File: config.mk
export PLATFORM = sky130hd
export DESIGN_NAME = cbus_arbiter
export DESIGN_NICKNAME = d
export VERILOG_FILES = /design/src/rtl/cbus_arbiter.sv
export SDC_FILE = /design/constraint.sdc
export NUM_CORES = 1
export LEC_CHECK = 0
export CAP_MARGIN = 20
export CORE_AREA = 2 2 132 134
export CTS_BUF_LIST = sky130_fd_sc_hd__clkbuf_4 sky130_fd_sc_hd__clkbuf_8
export CTS_CLUSTER_DIAMETER = 80
export CTS_CLUSTER_SIZE = 14
export DETAILED_ROUTE_END_ITERATION = 6
export DIE_AREA = 0 0 134 136
export PLACE_DENSITY_LB_ADDON = 0.3
export REMOVE_ABC_BUFFERS = 1
export SLEW_MARGIN = 25
export SYNTH_ARGS = -nofsm -noshare
export SYNTH_HDL_FRONTEND = slang
export SYNTH_SLANG_ARGS = --single-unit
File: constraint.sdc
create_clock -name aclk -period 1.55 [get_ports aclk]
set_input_delay 0.31 -clock aclk [delete_from_list [all_inputs] [get_ports aclk]]
set_output_delay 0.31 -clock aclk [all_outputs]
set_load 0.01 [all_outputs]
File: src/rtl/cbus_arbiter.sv
// Cache-bus arbiter: shares one bridge port among NUM_INPUTS requesters, holding the grant until ready && last.
// Define CBUS_ARB_ROUND_ROBIN_EN for round-robin arbitration; otherwise fixed priority (lowest index wins).

package cbus_pkg;

    typedef struct packed {
        logic        valid;
        logic        is_write;
        logic [31:0] addr;
        logic [1:0]  size;
        logic [7:0]  len;
        logic [3:0]  strobe;
        logic [31:0] data;
    } cbus_req_t;

    typedef struct packed {
        logic        ready;
        logic        last;
        logic [31:0] data;
    } cbus_resp_t;

endpackage

module cbus_arbiter
    import cbus_pkg::*;
#(
    parameter int NUM_INPUTS = 2
) (
    input  logic       aclk,
    input  logic       areset,
    input  cbus_req_t  ireqs  [NUM_INPUTS],
    output cbus_resp_t iresps [NUM_INPUTS],
    output cbus_req_t  oreq,
    input  cbus_resp_t oresp
);

    localparam int SEL_W = (NUM_INPUTS > 1) ? $clog2(NUM_INPUTS) : 1;

    typedef enum logic {
        IDLE = 1'b0,
        BUSY = 1'b1
    } state_t;

    state_t           state;
    state_t           state_next;
    logic [SEL_W-1:0] sel;
    logic [SEL_W-1:0] sel_next;
    logic [SEL_W-1:0] winner;
    logic             any_valid;

`ifdef CBUS_ARB_ROUND_ROBIN_EN
    logic [SEL_W-1:0] rr_ptr;
    logic [SEL_W-1:0] rr_next;
    int               scan_idx;

    // Scan from the highest offset down so the valid index closest to rr_ptr is the last one written.
    always_comb begin
        any_valid = 1'b0;
        winner    = '0;
        scan_idx  = 0;
        for (int k = NUM_INPUTS - 1; k >= 0; k--) begin
            scan_idx = (int'(rr_ptr) + k) % NUM_INPUTS;
            if (ireqs[scan_idx].valid) begin
                any_valid = 1'b1;
                winner    = SEL_W'(scan_idx);
            end
        end
    end
`else
    always_comb begin
        any_valid = 1'b0;
        winner    = '0;
        for (int i = NUM_INPUTS - 1; i >= 0; i--) begin
            if (ireqs[i].valid) begin
                any_valid = 1'b1;
                winner    = SEL_W'(i);
            end
        end
    end
`endif

    always_ff @(posedge aclk) begin
        if (areset) begin
            state <= IDLE;
            sel   <= '0;
        end else begin
            state <= state_next;
            sel   <= sel_next;
        end
    end

`ifdef CBUS_ARB_ROUND_ROBIN_EN
    always_ff @(posedge aclk) begin
        if (areset) begin
            rr_ptr <= '0;
        end else begin
            rr_ptr <= rr_next;
        end
    end
`endif

    // Outputs stay zero in IDLE and during reset; BUSY is a pure combinational pass-through of the granted port.
    always_comb begin
        state_next = state;
        sel_next   = sel;
`ifdef CBUS_ARB_ROUND_ROBIN_EN
        rr_next    = rr_ptr;
`endif
        oreq       = '0;
        for (int i = 0; i < NUM_INPUTS; i++) begin
            iresps[i] = '0;
        end

        case (state)
            IDLE: begin
                if (any_valid) begin
                    sel_next   = winner;
                    state_next = BUSY;
`ifdef CBUS_ARB_ROUND_ROBIN_EN
                    rr_next    = (winner == SEL_W'(NUM_INPUTS - 1)) ? '0 : winner + 1'b1;
`endif
                end
            end
            BUSY: begin
                if (!areset) begin
                    oreq = ireqs[sel];
                    for (int i = 0; i < NUM_INPUTS; i++) begin
                        if (SEL_W'(i) == sel) begin
                            iresps[i] = oresp;
                        end
                    end
                end
                if (oresp.ready && oresp.last) begin
                    state_next = IDLE;
                end
            end
            default: begin
                state_next = IDLE;
            end
        endcase
    end

endmodule

==> results of run 1 <==
[power groups by stage]
stage	combinational [mW]	sequential [mW]	clock (mW)
floorplan	0.428	0.112	0
global placement	1.44	0.0643	0
CTS	1.73	0.0695	0.244
finish	1.88	0.0686	0.237
global route	1.99	0.0704	0.255
detailed placement	1.45	0.0647	0
[flip-flops by register name, summed over array words and instances, names as in the netlist]
| name | flops |
|---|---|
| sel | 1 |
| state | 1 |
[logic make-up after synthesis]
group,after synthesis
and+or+nand+nor,186
muxes,80
buffers and inverters,31
AOI/OAI and AO/OA,2
DFF,2
[layer usage]
metal	GRT usage	vias to the layer above	share of wire
li1	-	1774	-
met1	0.156	1630	0.36
met2	0.293	208	0.55
met3	0.0347	4	0.085
met4	0.0130	0	0.0040
met5	0	-	0
[cells in the mapped netlist (all sizes together)]
cell	instances	share of area
a221oi	1	0.0045
nand2	1	0.0019
nand2b	36	0.12
mux2i	80	0.41
dfxtp	2	0.021
nor2	146	0.28
a311oi	1	0.0045
nor3	3	0.0078
clkbuf	5	0.0097
buf	23	0.13
inv	3	0.0058
[tightest hold or removal path, stage by stage]
cell,delay (ns)
buf_2,0.15
buf_6,0.23
a311oi_1,0.06
[how the worst max path moves through the flow]
stage	endpoint	cells past startpoint
6_report	oreq[76]	5
3_3_place_gp	oreq[21]	5
2_1_floorplan	iresps[0]	2
3_5_place_dp	oreq[39]	5
5_1_grt	oreq[4]	6
4_1_cts	oreq[61]	7
[stage by stage]
step           setup WS, ns  cell area, um2   util
3_3_place_gp         -0.815            5710  0.338
2_1_floorplan         -3.58            1660      -
4_1_cts              -0.314            6200  0.367
6_report             -0.185            6660  0.394
3_5_place_dp         -0.834            5710  0.338
5_1_grt              -0.253            6660  0.394
[timing repair]
action                                  4_1_cts  5_1_grt
setup buffers                                36        9
pin swaps                                    20       42
endpoints found under the setup margin      148      148
hold buffers                                  0        0
cloned                                       11        0
gates resized for setup                     663      118
[layout make-up]
class / count / area [um2]
Sequential cell: 2 / 47.5
Fill cell: 1663 / 10200
Multi-Input combinational cell: 269 / 2120
Inverter: 3 / 11.3
Tap cell: 225 / 282
Timing Repair Buffer: 421 / 4140
Clock buffer: 4 / 48.8
==> results.cfg, run 1 <==
[sta]
period_share = 1.12
timing_hold_violations_final = 0
worst-slew-pin-transition_ns = 0.223
setup_viol = 133
period_minus_slack_ns = 1.74
fmax_mhz = 576
final.setup.tns_ns = -10.96
slew_viol_final = 0
setup_ws_ns = -0.185
holdWs_ns = 0.604
rsz0062_at_grt = yes
maxSlewHeadroom = 0.851
clock_skew_ns = 0.00240

[worst_setup_path]
path_class = reg2out
cp.required_ns = 1.24
worstPathArrival_ns = 1.43
rrSetupSlack_ns = 0.33
critPathTopFamily = buffers and inverters
crit_buf_inv = 3
crit_path_end_kind = primary output
worst-path-max-fanout = 8
cp_slowest_cell = dfxtp_4
critical_path.startpoint = sel
r2r_cells = 5
startpoint_type = flop
path_cells = buf_12, buf_12, mux2i_2, nor2_1, buf_2
rr_startpoint = sel
crit_path_frequent_cell = buf_12
cp_slowest_stage_delay_ns = 0.43
rr_endpoint = sel

[layout]
drive_above_1_share = 0.436
area_growth_pct = 245
layout.nets = 896
antennaDiodeCount = 0
layoutNonFillerInstCount = 924
final_common_cell = clkdlybuf4s50_1
most-common-layout-cells = 193 x clkdlybuf4s50_1, 111 x nor2_1, 90 x buf_2, 54 x buf_6, 49 x mux2i_1

[power]
total_power_mw = 2.18
p_per_area_mw_per_mm2 = 328
ir_drop_mv = 0.236
p_comb_frac = 0.860
netSwitchingFraction = 0.352
p_int_mw = 1.41
p_seq_frac = 0.031
power.switching_mw = 0.769
p_clk_frac = 0.109
power.leakage_nw = 2.75

[grt]
antenna_found_initial = 0
overflow = 0
grt_max_degree = 36
grt_use_total = 0.145
grt_first_pass_wirelength_um = 20600
grt_pass1_vias = 3600

[routing]
wl_per_cell_um = 15.9
ant_nets = 0
drt_iter0_drc = 52
routed_wl_um = 14700
vias = 3616
first_pass_iters = 4
drc = 0
vias_per_cell = 3.91

[yosys]
synthAdderAreaFrac = 0
synth_compound_area_frac = 0.00907
yosys_warnings = 0
synth_xor_area_frac = 0
netlist_area_mm2 = 0.00193
synth-simple-area-share = 0.410
ys_types = 14
synth_seq_area_share = 0.0207
synth.area.mux_share = 0.415
synth.avg_cell_area_um2 = 6.41
ys_seq_elements = 2
synth_top_family_by_area = multiplexers
synth_cells = 301

[clock_tree]
clockBufferDepth = 2
cts_root_buffer = clkbuf_8
cts_buffers = 3
htree_levels = 1
clkTransAtPathRegs_ns = 0.03
clkLatencyLatePin_ns = 0.21
cts_tree = yes
cts_sinks = 2

[placement]
gp_congestion = 0.866
hpwl_um = 11100
io_buffers = 343
dp.cells = 872

[floorplan]
die_y_um = 136
die_w_um = 134
coreArea_mm2 = 0.0169
start_util = 0.114
pin_count = 344
die_area_mm2 = 0.0182
rows = 48

[outcome]
violations = setup timing
status = finished with violations

[worst_hold_path]
hold_depth = 3
min_to = state
hold_path_class = in2reg
hp-start = areset

[job]
maxCapViolCount = 0
Note: power is estimated with default switching activity, not from simulation.
==> run 2: changes to the inputs <==
CORE_AREA = 10 10 126 128   (was 2 2 132 134)
DIE_AREA = 0 0 136 138   (was 0 0 134 136)
==> results.cfg, run 2 (synthesized netlist as in run 1, its figures left out) <==
[worst_setup_path]
crit_buf_inv = 5
path_class = reg2out
critPathTopFamily = buffers and inverters
cp.required_ns = 1.24
worstPathArrival_ns = 1.45
crit_path_end_kind = primary output
crit_cells = 7
worst-path-max-fanout = 5
crit_path_frequent_cell = buf_12
r2r_cells = 7
cp_slowest_stage_delay_ns = 0.35
path_cells = buf_12, buf_12, buf_16, buf_6, mux2i_1, nor2_1, buf_2
cp_slowest_cell = dfxtp_4
startpoint_type = flop

[clock_tree]
holdBufCountCts = 0
cts_root_buffer = clkbuf_8
clkLatencyLatePin_ns = 0.21
cts_tree = yes
cts_sinks = 2
clkTransAtPathRegs_ns = 0.03
clockBufferDepth = 2
htree_levels = 1
cts_buffers = 3

[sta]
clock_skew_ns = 0.00726
timing_hold_violations_final = 0
final.setup.tns_ns = -10.59
fmax_mhz = 568
setup_viol = 105
holdWs_ns = 0.407
slew_viol_final = 0
setup_ws_ns = -0.209
rsz0062_at_grt = yes
period_share = 1.14
period_minus_slack_ns = 1.76
maxSlewHeadroom = 0.861
worst-slew-pin-transition_ns = 0.204

[placement]
gp_congestion = 0.834
io_buffers = 343
dp_slack_ns = -0.751
hpwl_um = 13100

[routing]
drc = 0
drt_iter0_drc = 56
first_pass_iters = 4
ant_nets = 0
routed_wl_um = 16200
vias = 3498
wl_per_cell_um = 18.8
vias_per_cell = 4.07

[layout]
most-common-layout-cells = 194 x clkdlybuf4s50_1, 135 x nor2_1, 91 x buf_2, 63 x mux2i_1, 35 x nand2b_1
antennaDiodeCount = 0
drive_above_1_share = 0.360
final_common_cell = clkdlybuf4s50_1
reg_top3 = sel x1, state x1
layout.nets = 877
area_growth_pct = 204

[floorplan]
die_w_um = 136
pin_count = 344
coreArea_mm2 = 0.0135
die_y_um = 138
rows = 43
start_util = 0.143
die_area_mm2 = 0.0188

[power]
power.leakage_nw = 2.59
p_per_area_mw_per_mm2 = 321
ir_drop_mv = 0.182

[grt]
grt_use_total = 0.151
grt_pass1_vias = 3642
overflow = 0
antenna_found_initial = 0
grt_max_degree = 34
grt_first_pass_wirelength_um = 22400

[outcome]
status = finished with violations
violations = setup timing

[worst_hold_path]
hold_depth = 3
hold_path_class = in2reg

[job]
maxCapViolCount = 0
==> run 2: area by class of cell <==
type,instances,area [um2]
inverter,3,11.3
clock buffer,4,48.8
sequential,2,47.5
fill,1378,7630
tap,180,225
timing repair buffer,403,3760
multi-input combinational,268,1780
==> run 2: repair_timing <==
action                                  in CTS  in global routing
endpoints found under the setup margin     148                148
resized for setup                          476                145
setup buffers                               19                  9
gates cloned                                 9                  2
pin swaps                                    4                  7
==> run 2: worst reg2reg max path, stage by stage (launching register included) <==
cell and delay [ns]:
dfxtp_4 0.36, buf_6 0.15, buf_8 0.13, buf_4 0.11
buf_6 0.09, inv_2 0.03, buf_4 0.12, a221oi_1 0.24
==> run 2: worst paths after layout <==
check                           startpoint  endpoint  slack (ns)
worst min-delay path                areset       sel        0.41
worst max-delay path                   sel  oreq[37]       -0.21
worst min register to register       state     state        0.72
worst max register to register         sel       sel        0.22
==> run 2: metal layers <==
layer | part of all wire | track usage | wire [um] | up-vias
met3 | 0.11 | 0.0620 | 1760 | 12
met4 | 0.017 | 0.0252 | 272 | 0
met2 | 0.52 | 0.293 | 8340 | 210
met1 | 0.36 | 0.144 | 5810 | 1540
li1 | - | - | - | 1736
met5 | 0 | 0 | 0 | -
==> run 2: per-stage QoR <==
step	total power, mW	cell area (um2)	util	cells
6_report	1.89	5870	0.435	860
5_1_grt	2.01	5870	0.435	860
4_1_cts	1.87	5910	0.438	855
3_5_place_dp	1.50	5640	0.417	824
3_3_place_gp	1.49	5640	0.417	824
2_1_floorplan	0.540	1660	-	273
==> run 2: where the power goes <==
| group | total, mW | switching, mW | internal, mW |
|---|---|---|---|
| Sequential | 0.0608 | 0.00535 | 0.0554 |
| Combinational | 1.59 | 0.599 | 0.992 |
| Clock | 0.235 | 0.0430 | 0.192 |
==> run 3: changes to the inputs <==
CORE_AREA = 10 10 124 126   (was 10 10 126 128)
DIE_AREA = 0 0 134 136   (was 0 0 136 138)
clock period = 2.2 ns   (was 1.55 ns; I/O delays follow)
==> results.cfg, run 3 (synthesized netlist as in run 1, its figures left out) <==
[outcome]
status = finished, final reports clean

[layout]
layout.nets = 836
reg_top3 = sel x1, state x1
design_area_mm2 = 0.00546
most-common-layout-cells = 195 x clkdlybuf4s50_1, 145 x nor2_1, 130 x dlygate4sd2_1, 80 x mux2i_1, 35 x nand2b_1
area_growth_pct = 183
drive_above_1_share = 0.0485
antennaDiodeCount = 0
layoutNonFillerInstCount = 815
final_common_cell = clkdlybuf4s50_1
n_fill_cell = 1372

[clock_tree]
holdBufCountCts = 0
clkLatencyLatePin_ns = 0.21
clockBufferDepth = 2
clkTransAtPathRegs_ns = 0.03
cts_setup_buffers = 0
htree_levels = 1
cts_sinks = 2
cts_buffers = 3
cts_root_buffer = clkbuf_8
cts_tree = yes

[floorplan]
die_w_um = 134
start_util = 0.149
die_y_um = 136
pin_count = 344
coreArea_mm2 = 0.0130
rows = 42
die_area_mm2 = 0.0182

[sta]
setup_ws_ns = 0.0635
timing_hold_violations_final = 0
period_minus_slack_ns = 2.14
final.setup.tns_ns = 0
period_share = 0.971
slew_viol_final = 0
maxSlewHeadroom = 0.777
fmax_mhz = 468
rsz0062_at_grt = no
clock_skew_ns = 0.00458
worst-slew-pin-transition_ns = 0.335
setup_viol = 0

[placement]
gp_congestion = 0.807
dp.cells = 810
place_area_mm2 = 0.00549
io_buffers = 343
hpwl_um = 13300
dp_slack_ns = -0.320

[grt]
grt_pass1_vias = 3453
grt_first_pass_wirelength_um = 20900
grt_max_degree = 35
antenna_found_initial = 0
overflow = 0
grt_use_total = 0.144

[power]
p_per_area_mw_per_mm2 = 204
ir_drop_mv = 0.101
power.leakage_nw = 2.76

[job]
maxCapViolCount = 0

[worst_setup_path]
crit_path_end_kind = primary output
worstPathArrival_ns = 1.70
worst-path-max-fanout = 34
critical_path.startpoint = areset
cp.required_ns = 1.76
r2r_cells = 3
startpoint_type = input pin
path_class = in2out
rr_startpoint = sel

[routing]
vias_per_cell = 4.05
drc = 0
vias = 3302
ant_nets = 0
wl_per_cell_um = 18.0
first_pass_iters = 4
routed_wl_um = 14700
drt_iter0_drc = 74

[worst_hold_path]
hp-start = state
hold_depth = 2
hold_path_class = reg2reg
==> run 3: cell types whose count changed in the layout (fill, tap and decap cells not counted), sizes merged <==
cell / change
dlymetal6s2s: +11
clkdlybuf4s15: -19
clkdlybuf4s50: +1
dlygate4sd2: +127
buf: -132
clkbuf: -29
==> run 3: final timing paths <==
check	endpoint	slack, ns
max	iresps[62]	0.06
max reg2reg	sel	1.04
min	sel	0.52
min reg2reg	sel	0.52
==> run 3: cell type report <==
class	count	area, um2	area share
flip-flops and latches	2	45.0	0.00825
clock buffers	4	48.8	0.00894
multi-input cells	268	1620	0.297
inverters	3	11.3	0.00206
repair buffers	362	3510	0.644
well taps	176	220	0.0403
==> run 3: critical path, cell delays in order <==
cell and delay (ns):
dlygate4sd2_1 0.27, buf_6 0.18, nand2b_1 0.17, nor2_1 0.09
clkdlybuf4s50_1 0.55
==> run 3: repair_timing <==
item | 4_1_cts | 5_1_grt
resized for setup | 154 | 12
cloned | 1 | 0
endpoints found under the setup margin | 148 | 12
==> run 3: routing by layer <==
metal  vias up  wire [um]  part of all wire  track usage
met4         0        104            0.0071       0.0157
li1       1641          -                 -            -
met2       206       7760              0.53        0.281
met3         8       2000              0.14       0.0801
met1      1447       4820              0.33        0.132
met5         -          0                 0            0
==> run 3: metrics by stage <==
stage | utilization | total power, mW | hold WS, ns
after floorplan | - | 0.380 | 0.496
after global placement | 0.423 | 1.01 | 0.537
after detailed placement | 0.423 | 1.02 | 0.548
after CTS | 0.418 | 1.14 | 0.563
after global routing | 0.421 | 1.20 | 0.551
final | 0.421 | 1.12 | 0.515
==> run 3: where the power goes <==
group	total, mW	internal [mW]	switching [mW]
registers	0.0467	0.0395	0.00715
logic	0.906	0.560	0.346
clock network	0.164	0.135	0.0289
==> patch (config.mk and constraints of run 3) <==
Change the parameter `NUM_INPUTS` from 2 to 1.
--- a/src/rtl/cbus_arbiter.sv
+++ b/src/rtl/cbus_arbiter.sv
@@ -26,3 +26,3 @@
 #(
-    parameter int NUM_INPUTS = 2
+    parameter int NUM_INPUTS = 1
 ) (
Interface: changed (resized ireqs and iresps); port bits go from 344 to 230. The function was not compared with the original's and may differ.
==> patch against run 3 <==
Worst hold slack worse by 0.028 ns; power fell by 56%; clock skew decreased by 0.0046 ns; highest routed layer is now met3; area after synthesis fell by 56%; combinational power decreased by 48%; final area decreased by 39%; final cell count down 35%; worst setup slack better by 0.012 ns; register-to-register slack improved by 0.45 ns; sequential cell count is 1 lower; routed wire length shrank 45%.
==> patch: results (changes against run 3) <==
{| class="wikitable"
! Metric !! Value
|-
| Source-to-sink clock delay at the later pin of the worst-skew pair || 0 ns (was 0.21 ns)
|-
| Final Net Count || 473 (was 836)
|-
| Maximum vdd ir drop || 0.00004558 V (was 0.0001011 V)
|-
| Leakage dissipation || 1.779 nW (was 2.765 nW)
|-
| Compound-Gate Fraction of Synth Area || 0.01022 (was 0.009073)
|-
| Count of multi-input gates || 117 (was 268)
|-
| Worst slack after detailed placement || -0.3102 ns (was -0.3196 ns)
|-
| Worst endpoint data arrival time || 1.68 ns (was 1.70 ns)
|-
| Maximum fanout along the worst path || 28 (was 34)
|-
| Resize count post-CTS || 118 (was 154)
|-
| Count of filler cells inserted in the layout || 1449 (was 1372)
|-
| Fraction of area in multi-input gates || 0.2217 (was 0.2967)
|-
| Status || finished clean (unchanged)
|-
| Post-DP HPWL || 6794 um (was 13350 um)
|-
| Share of synthesized area occupied by flip-flops and latches || 0.02336 (was 0.02074)
|-
| Layout cell share with drive strength beyond 1 || 0.02817 (was 0.04851)
|-
| Area of placed instances || 3312 sq um (was 5494 sq um)
|-
| Global router's overall resource usage || 0.08085 (was 0.1444)
|-
| Global-route wire length before repair || 11840 um (was 20930 um)
|-
| Non-clock inverter instance count of the final layout || 0 (was 3)
|-
| Inserted Diodes || 1 (was 0)
|-
| Post-route clock skew || 0 ns (was 0.004584 ns)
|-
| Detailed Route Iter0 Violations || 10 (was 74)
|-
| Cells after Synth || 130 (was 301)
|-
| Total of flip-flops plus latches after synthesis || 1 (was 2)
|-
| Largest registers ranked by flip-flop count || state: 1 flops (was sel: 1 flops, state: 1 flops)
|-
| Clock-pin slew reported for the worst setup and hold paths after clock tree synthesis || 0 ns (was 0.03 ns)
|-
| Number of buffers added on ports || 229 (was 343)
|-
| Flip-flop and latch area || 20.02 sq um (was 45.04 sq um)
|-
| Top cell types by occurrence after synthesis || sky130_fd_sc_hd__and2_1, sky130_fd_sc_hd__buf_6, sky130_fd_sc_hd__clkbuf_1 (was sky130_fd_sc_hd__nor2_1, sky130_fd_sc_hd__mux2i_1, sky130_fd_sc_hd__nand2b_1)
|-
| Psw || 145.7 uW (was 381.6 uW)
|-
| Worst rel slew slack || 0.8681 (was 0.7766)
|-
| Post-detailed-route wirelength per cell || 15.30 um (was 18.02 um)
|-
| Post-CTS setup repair buffer count || 2 (was 0)
|-
| Synth unique cells || 7 (was 14)
|-
| Share of cell area taken by muxes after synthesis || 0 (was 0.4148)
|-
| Number of global-route vias before repair || 1938 (was 3453)
|-
| Total placed cells including tap cells || 525 (was 810)
|-
| Routability congestion estimate || 0.6975 (was 0.8068)
|}
-- patch: cell types whose count changed in the layout (fill, tap and decap cells not counted), moves of 13 or more --
cell,before,now
sky130_fd_sc_hd__mux2i_1,80,0
sky130_fd_sc_hd__buf_4,13,0
sky130_fd_sc_hd__nor2_1,145,1
sky130_fd_sc_hd__nand2b_1,35,0
sky130_fd_sc_hd__dlygate4sd2_1,130,113
sky130_fd_sc_hd__and2_1,0,114
sky130_fd_sc_hd__clkdlybuf4s50_1,195,114
-- patch: worst max-delay path: stages --
cell,delay [ns]
sky130_fd_sc_hd__dlygate4sd2_1,0.27
sky130_fd_sc_hd__nor2b_4,0.13
sky130_fd_sc_hd__buf_12,0.14
sky130_fd_sc_hd__bufbuf_16,0.29
sky130_fd_sc_hd__and2_1,0.13
sky130_fd_sc_hd__dlygate4sd2_1,0.28
-- patch: layer usage --
layer | vias up | routed length [um] | GRT usage
met1 | 732 | 3011 | 0.08399
met5 | - | 0 | 0
met4 | 0 | 0 | 0
li1 | 832 | - | -
met3 | 0 | 1455 | 0.05609
met2 | 158 | 3675 | 0.1401
-- patch: worst paths after layout --
kind                    start               end  slack (ns)  cells after the start
max                    areset           oreq[5]        0.08                      6
min          state$_SDFF_PP0_  state$_SDFF_PP0_        0.49                      1
max reg2reg  state$_SDFF_PP0_  state$_SDFF_PP0_        1.49                      2
min reg2reg  state$_SDFF_PP0_  state$_SDFF_PP0_        0.49                      1
-- patch: power by group through the flow --
stage | Clock (mW) | Combinational (mW) | Sequential [mW]
finish | 0.0000000110 | 0.467 | 0.0212
global placement | 0 | 0.486 | 0.0211
detailed placement | 0 | 0.486 | 0.0210
global route | 0 | 0.506 | 0.0214
CTS | 0 | 0.479 | 0.0212
floorplan | 0 | 0.110 | 0.0208
